--- src/rtl/imm_operand_encoder.sv ---
// rtl/imm_operand_encoder.sv - RV32I instruction packer: immediate range check (S1), word packing (S2)
// Two-stage valid/ready pipeline with saturating delivered-word and error counters.
module imm_operand_encoder #(
   parameter int unsigned CNT_W    = 16,
   parameter logic [31:0] NOP_WORD = 32'h0000_0013
) (
   input  logic             clk,
   input  logic             rst_n,
   input  logic             in_valid,
   output logic             in_ready,
   input  logic [2:0]       in_type,
   input  logic [31:0]      in_imm,
   input  logic [6:0]       in_opcode,
   input  logic [4:0]       in_rd,
   input  logic [4:0]       in_rs1,
   input  logic [4:0]       in_rs2,
   input  logic [2:0]       in_funct3,
   input  logic [6:0]       in_funct7,
   output logic             out_valid,
   input  logic             out_ready,
   output logic [31:0]      out_instr,
   output logic             out_err,
   output logic [CNT_W-1:0] enc_count,
   output logic [CNT_W-1:0] err_count
);

   typedef enum logic [2:0] {
      T_R = 3'd0,
      T_I = 3'd1,
      T_S = 3'd2,
      T_B = 3'd3,
      T_U = 3'd4,
      T_J = 3'd5
   } imm_type_e;

   localparam logic [CNT_W-1:0] CNT_ONE = {{(CNT_W-1){1'b0}}, 1'b1};
   localparam logic [CNT_W-1:0] CNT_MAX = {CNT_W{1'b1}};

   logic             r_s1_valid;
   logic [2:0]       r_s1_type;
   logic [31:0]      r_s1_imm;
   logic [6:0]       r_s1_opcode;
   logic [4:0]       r_s1_rd;
   logic [4:0]       r_s1_rs1;
   logic [4:0]       r_s1_rs2;
   logic [2:0]       r_s1_funct3;
   logic [6:0]       r_s1_funct7;
   logic             r_s1_err;

   logic             r_out_valid;
   logic [31:0]      r_out_instr;
   logic             r_out_err;
   logic [CNT_W-1:0] r_enc_count;
   logic [CNT_W-1:0] r_err_count;

   logic             w_s2_free;
   logic             w_s1_adv;
   logic             w_accept;
   logic             w_deliver;
   logic             w_err;
   logic [31:0]      w_pack;

   assign w_s2_free = !r_out_valid || out_ready;
   assign w_s1_adv  = r_s1_valid && w_s2_free;
   assign in_ready  = !r_s1_valid || w_s1_adv;
   assign w_accept  = in_valid && in_ready;
   assign w_deliver = r_out_valid && out_ready;

   // "All equal" upper bits means the value fits the signed field width.
   always_comb begin
      w_err = 1'b0;
      case (in_type)
         T_R:      w_err = 1'b0;
         T_I, T_S: w_err = !((&in_imm[31:11]) || !(|in_imm[31:11]));
         T_B:      w_err = in_imm[0] || !((&in_imm[31:12]) || !(|in_imm[31:12]));
         T_U:      w_err = |in_imm[11:0];
         T_J:      w_err = in_imm[0] || !((&in_imm[31:20]) || !(|in_imm[31:20]));
         default:  w_err = 1'b1;
      endcase
   end

   always_comb begin
      w_pack = 32'h0;
      case (r_s1_type)
         T_R: w_pack = {r_s1_funct7, r_s1_rs2, r_s1_rs1, r_s1_funct3, r_s1_rd, r_s1_opcode};
         T_I: w_pack = {r_s1_imm[11:0], r_s1_rs1, r_s1_funct3, r_s1_rd, r_s1_opcode};
         T_S: w_pack = {r_s1_imm[11:5], r_s1_rs2, r_s1_rs1, r_s1_funct3, r_s1_imm[4:0],
                        r_s1_opcode};
         T_B: w_pack = {r_s1_imm[12], r_s1_imm[10:5], r_s1_rs2, r_s1_rs1, r_s1_funct3,
                        r_s1_imm[4:1], r_s1_imm[11], r_s1_opcode};
         T_U: w_pack = {r_s1_imm[31:12], r_s1_rd, r_s1_opcode};
         T_J: w_pack = {r_s1_imm[20], r_s1_imm[10:1], r_s1_imm[11], r_s1_imm[19:12],
                        r_s1_rd, r_s1_opcode};
         default: w_pack = NOP_WORD;
      endcase
      if (r_s1_err) begin
         w_pack = NOP_WORD;
      end
   end

   always_ff @(posedge clk or negedge rst_n) begin
      if (!rst_n) begin
         r_s1_valid  <= 1'b0;
         r_s1_type   <= 3'd0;
         r_s1_imm    <= 32'h0;
         r_s1_opcode <= 7'h0;
         r_s1_rd     <= 5'h0;
         r_s1_rs1    <= 5'h0;
         r_s1_rs2    <= 5'h0;
         r_s1_funct3 <= 3'h0;
         r_s1_funct7 <= 7'h0;
         r_s1_err    <= 1'b0;
      end else if (w_accept) begin
         r_s1_valid  <= 1'b1;
         r_s1_type   <= in_type;
         r_s1_imm    <= in_imm;
         r_s1_opcode <= in_opcode;
         r_s1_rd     <= in_rd;
         r_s1_rs1    <= in_rs1;
         r_s1_rs2    <= in_rs2;
         r_s1_funct3 <= in_funct3;
         r_s1_funct7 <= in_funct7;
         r_s1_err    <= w_err;
      end else if (w_s1_adv) begin
         r_s1_valid  <= 1'b0;
      end
   end

   // out_instr/out_err only change when a new word advances, so they hold during a stall.
   always_ff @(posedge clk or negedge rst_n) begin
      if (!rst_n) begin
         r_out_valid <= 1'b0;
         r_out_instr <= 32'h0;
         r_out_err   <= 1'b0;
      end else if (w_s1_adv) begin
         r_out_valid <= 1'b1;
         r_out_instr <= w_pack;
         r_out_err   <= r_s1_err;
      end else if (out_ready) begin
         r_out_valid <= 1'b0;
      end
   end

   always_ff @(posedge clk or negedge rst_n) begin
      if (!rst_n) begin
         r_enc_count <= '0;
         r_err_count <= '0;
      end else if (w_deliver) begin
         if (r_enc_count != CNT_MAX) begin
            r_enc_count <= r_enc_count + CNT_ONE;
         end
         if (r_out_err && (r_err_count != CNT_MAX)) begin
            r_err_count <= r_err_count + CNT_ONE;
         end
      end
   end

   assign out_valid = r_out_valid;
   assign out_instr = r_out_instr;
   assign out_err   = r_out_err;
   assign enc_count = r_enc_count;
   assign err_count = r_err_count;

endmodule
--- config.mk ---
export PLATFORM = sky130hd
export DESIGN_NAME = imm_operand_encoder
export DESIGN_NICKNAME = d
export VERILOG_FILES = /design/src/rtl/imm_operand_encoder.sv
export SDC_FILE = /design/constraint.sdc
export NUM_CORES = 1
export LEC_CHECK = 0
export CAP_MARGIN = 20
export CORE_MARGIN = 2
export CORE_UTILIZATION = 45
export CTS_CLUSTER_DIAMETER = 150
export DETAILED_ROUTE_END_ITERATION = 8
export PLACE_DENSITY = 0.82
export SETUP_SLACK_MARGIN = 0.05
export SYNTH_ARGS = -nofsm -noshare
export SYNTH_HDL_FRONTEND = slang
export SYNTH_SLANG_ARGS = --single-unit
--- constraint.sdc ---
create_clock -name clk -period 1.8 [get_ports clk]
set_input_delay 0.36 -clock clk [delete_from_list [all_inputs] [get_ports clk]]
set_output_delay 0.36 -clock clk [all_outputs]
set_load 0.1 [all_outputs]
# ---- Word level (Yosys, flattened, before mapping)
# Index checks and enable logic that the tools add are counted.
dict set report totals {
  word_cells 69
  output_inout_bits 67
  regBits 135
  input_bits 71
}
dict set report classes {
  addsub 2
  mux 7
  n_reduce_logical 33
  eq_ne 12
}
# cell count
set ops {}
lappend ops {{$pmux 32 s6} 1}
lappend ops {{$add 16x1->16 const B} 2}
lappend ops {{$mux 32} 1}
lappend ops {{$ne 16x16->1 const B} 2}
lappend ops {{$reduce_or 12->1} 2}
lappend ops {{$reduce_and 21->1} 1}
lappend ops {{$reduce_or 21->1} 1}
lappend ops {{$reduce_and 20->1} 1}
lappend ops {{$reduce_or 20->1} 1}
lappend ops {{$eq 3x2->1 const B} 4}
lappend ops {{$eq 3x3->1 const B} 4}
lappend ops {{$reduce_and 12->1} 1}
lappend ops {{$logic_not 1->1} 8}
lappend ops {{$logic_or 1x1->1} 7}
lappend ops {{$eq 3x1->1 const B} 2}
lappend ops {{$logic_not 3->1} 2}
lappend ops {{$pmux 1 s5} 1}
lappend ops {{$logic_and 1x1->1} 4}
lappend ops {{$mux 1} 4}
lappend ops {{$reduce_and 2->1} 2}
lappend ops {{$reduce_bool 2->1} 2}
lappend ops {{$reduce_or 2->1} 1}

# ---- Longest topological paths before layout
dict set report logic_depth {
  word_depth 6
  ltp_mapped 7
  depth_no_buf 6
}

# ---- Least setup slack after synthesis
# No wires, ideal clock.
dict set report synth_timing {
  kind {reg-to-reg}
  start {reg r_out_valid, in the netlist out_valid}
  end {reg r_s1_imm[14]}
  path_stages_with_launch 6
  t_arrival_ns 3.235
  required_ns 1.675
  slack_ns -1.559
  path_buffers 2
  setup_time_ns 0.125
  synth_period_minus_slack_ns 3.359
  path_cell_list {dfrtp_1 -> nand3b_1 -> nand2_1 -> buf_2 -> buf_2 -> mux2_2}
}
dict set report synth_between {
  elab_chain_cells 5
}
# element line_no
set synth_rtl {}
lappend synth_rtl {{from (decl)} 50} ;# logic r_out_valid;
lappend synth_rtl {{from (signal assigned)} 132} ;# r_out_valid <= 1'b0;
lappend synth_rtl {{from (signal assigned)} 136} ;# r_out_valid <= 1'b1;
lappend synth_rtl {{from (signal assigned)} 140} ;# r_out_valid <= 1'b0;
lappend synth_rtl {{$logic_not 1->1} 63} ;# assign w_s2_free = !r_out_valid || out_ready;
lappend synth_rtl {{$logic_or 1x1->1} 63}
lappend synth_rtl {{$logic_and 1x1->1} 64} ;# assign w_s1_adv = r_s1_valid && w_s2_free;
lappend synth_rtl {{$logic_or 1x1->1} 65} ;# assign in_ready = !r_s1_valid || w_s1_adv;
lappend synth_rtl {{named net in_ready} 10} ;# output logic in_ready,
lappend synth_rtl {{$logic_and 1x1->1} 66} ;# assign w_accept = in_valid && in_ready;
lappend synth_rtl {{to (signal assigned)} 116} ;# r_s1_imm <= in_imm;
lappend synth_rtl {{to (decl)} 41} ;# logic [31:0] r_s1_imm;
# The timed path passes the listed nets, and every way through them passes these cells.
# A chain may end at the register's enable or synchronous reset.

# ---- Final worst setup path
dict set report layout_timing {
  start {in in_imm[13]}
  end {reg r_s1_err}
}
dict set report layout_between {
  elab_chain_cells 6
}
# element line_no
set layout_rtl {}
lappend layout_rtl {{from (decl)} 12} ;# input logic [31:0] in_imm,
lappend layout_rtl {{$reduce_or 20->1} 75} ;# T_B: w_err = in_imm[0] || !((&in_imm[31:12]) || !(|in_imm[31:12]));
lappend layout_rtl {{$logic_not 1->1} 75}
lappend layout_rtl {{$logic_or 1x1->1} 75}
lappend layout_rtl {{$logic_not 1->1} 75}
lappend layout_rtl {{$logic_or 1x1->1} 75}
lappend layout_rtl {{$pmux 1 s5 (*)} 72} ;# case (in_type)
lappend layout_rtl {{to (signal assigned)} 123} ;# r_s1_err <= w_err;
lappend layout_rtl {{to (decl)} 48} ;# logic r_s1_err;
# Every way passes the cells marked *; elsewhere a longest branch is shown, timed or not.

==> qor.yml <==
finalSetupViolCount: 0
status: "complete, no violations"
start_util_pct: 46.4
syn2layout_area_growth_pct: 59.2
syn_avg_cell_area_sq_um: 12.4
cts_buffer_depth: 2
cp_top_family: "simple AND/OR/NAND/NOR gates"
clk_latency_ns: 0.42
die_height_um: 119
die_x_um: 119
yosysWarnings: 0
port_buffers: 137
drive_gt1_share_pct: 41.9
cp.depth: 6
cts_num_sinks: 135
critical_path.startpoint: "in_imm[13]"
critical_path.cell_chain: "clkdlybuf4s50_1 -> or4_4 -> o21ai_0 -> a22oi_1 -> o211ai_1 -> a31oi_1"
vias_per_cell: 5.52
num_io_pins: 138
slew_headroom_pct: 70.2
core-area_sq_mm: 0.0127
r2r-start: "err_count[9]"
final_common_cell: "dfrtp_1"
htree_levels: 4
p_total_w: 0.0119
clock_tree.root_cell: "clkbuf_16"
fin_crit_sh_pct: 94.6
hold_viol_final: 0
path_buf_inv: 1
critPathCapture: "r_s1_err"
n_antenna_cell: 0
path_class: "in -> reg"
grt_pass1_wl_um: 25900
drt_pass1_iterations: 6
fp.dieArea_sq_mm: 0.0141
crit_fanout: 3
power_density_mw_per_mm2: 1270
clock-skew-final_ns: 0.00841
synthArstFlopShare_pct: 100
wl_per_cell_um: 18.7
ys_seq_elements: 135
slowest_delay_ns: 0.59
clk_transition_reported_paths_ns: 0.06
grt_max_degree: 73
synth_top_area_share_pct: 57.2
synthDistinctLibCells: 42
fillers: 833
slowest_stage: "or4_4"
gp_congestion: 0.811
fmax_mhz: 587
slew_violations: 0
required_ns: 2.09
reg2reg_to: "err_count[10]"
most-common-layout-cells: "dfrtp_1 (101), buf_12 (71), clkdlybuf4s50_1 (68)"
via_count: 4694
grtUsageTotal_pct: 23.3
cap_violations: 0
netlist_area_sq_mm: 0.00590
hp-class: "in -> async"
utilization_pct: 73.9
cts_made_buffers: 17
grt-ovfl-total: 0
drt_iter0_markers: 447
syn_inst: 476
ant_nets: 0
cts_tree: "done"
dp_hpwl_um: 11700
ff2ff_path_depth: 7
num-nets-final: 738
grt_pass1_vias: 4932
period_minus_slack_ns: 1.70
yosysSeqAreaShare_pct: 57.2
drcViolationCount: 0
worstPathArrival_ns: 2.00
rsz0062_at_grt: "true"
synth.area.top_cells: "dfrtp_1 (57%), mux2_2 (14%), xnor2_1 (3.4%)"
synth-edff-count: 0
yosysTopAreaCell: "dfrtp_1"
row_count: 41
synthesis.nets: 549
place_area_sq_mm: 0.00865
rrSetupSlack_ns: 0.1
end_kind: "flip-flop"
vdd_ir_drop_max_v: 0.000632
wl_um: 15900
p_leak_nw: 3.97
fin_area_sq_mm: 0.00940
antenna_found_initial: 0
crit_path_start_kind: "primary input"
synthFlopType: "dfrtp_1"
tightestPinTransition_ns: 0.445
sequential cells by signal (all words and copies together), names as in the netlist:
register and count:
r_s1_funct7 7, r_s1_rd 5, out_instr 32, out_valid 1, r_s1_err 1, out_err 1
r_s1_rs2 5, r_s1_rs1 5, r_s1_valid 1, r_s1_opcode 7, r_s1_funct3 3, r_s1_type 3
r_s1_imm 32, err_count 16, enc_count 16
how the worst min path moves through the flow:
| stage | slack (ns) | from | to | depth (start not counted) |
|---|---|---|---|---|
| 6_report | 0.43 | rst_n | err_count[9] | 2 |
| 5_1_grt | 0.46 | out_ready | out_valid | 3 |
| 4_1_cts | 0.44 | rst_n | err_count[5] | 2 |
| 3_5_place_dp | 0.30 | rst_n | err_count[5] | 1 |
| 3_3_place_gp | 0.30 | rst_n | err_count[6] | 1 |
| 2_1_floorplan | 0.06 | rst_n | enc_count[13] | 0 |
routing by layer:
metal / up-vias / wire (um) / GRT usage (%)
li1: 2128 / - / -
met1: 2335 / 6430 / 29.7
met2: 197 / 8240 / 39.3
met3: 34 / 856 / 5.12
met4: 0 / 345 / 8.26
met5: - / 0 / 0
synth_stat cells, types with 10 or more instances:
cell type	instances
nor2_1	14
buf_2	10
o21ai_0	21
nand4_1	14
nand2_1	39
nand3_1	13
a22oi_1	23
clkbuf_1	10
a22o_1	10
a21oi_1	12
mux2i_1	10
xnor2_1	23
dfrtp_1	135
mux2_2	73
final cells by class:
type | instances | area (sq um) | share of cell area, %
clock buffer | 17 | 425 | 4.53
tap | 172 | 215 | 2.29
multi-input combinational | 316 | 2580 | 27.4
inverter | 4 | 15.0 | 0.160
timing repair buffer | 191 | 2510 | 26.7
sequential | 135 | 3490 | 37.1
clock inverter | 15 | 169 | 1.80
cell families after synthesis:
logic type,synth area share (%)
xor+xnor,4.30
fa+ha+maj,0.424
buf+inv,1.80
compound gates,9.41
simple gates,11.2
mux,15.6
flops,57.2
what timing repair did:
action,CTS,global route
endpoints found under the hold margin,40,0
hold buffers,1,0
pin swaps,1,3
setup buffers,4,9
resized for setup,3,9
endpoints found under the setup margin,10,14
report_power, final:
part	internal [W]	switching (W)
Clock	0.00207	0.00139
Combinational	0.00177	0.00257
Sequential	0.00357	0.000524
Total	0.00741	0.00449
through the flow:
step	hold slack, ns	setup slack, ns	std cells	TNS (ns)
floorplan	0.0644	-0.791	476	-51.58
global placement	0.295	-0.328	804	-6.85
detailed placement	0.300	-0.348	804	-8.73
CTS	0.437	0.0441	841	0
global route	0.463	0.0323	850	0
finish	0.427	0.0976	850	0
Power figures use the tool's default switching activity.
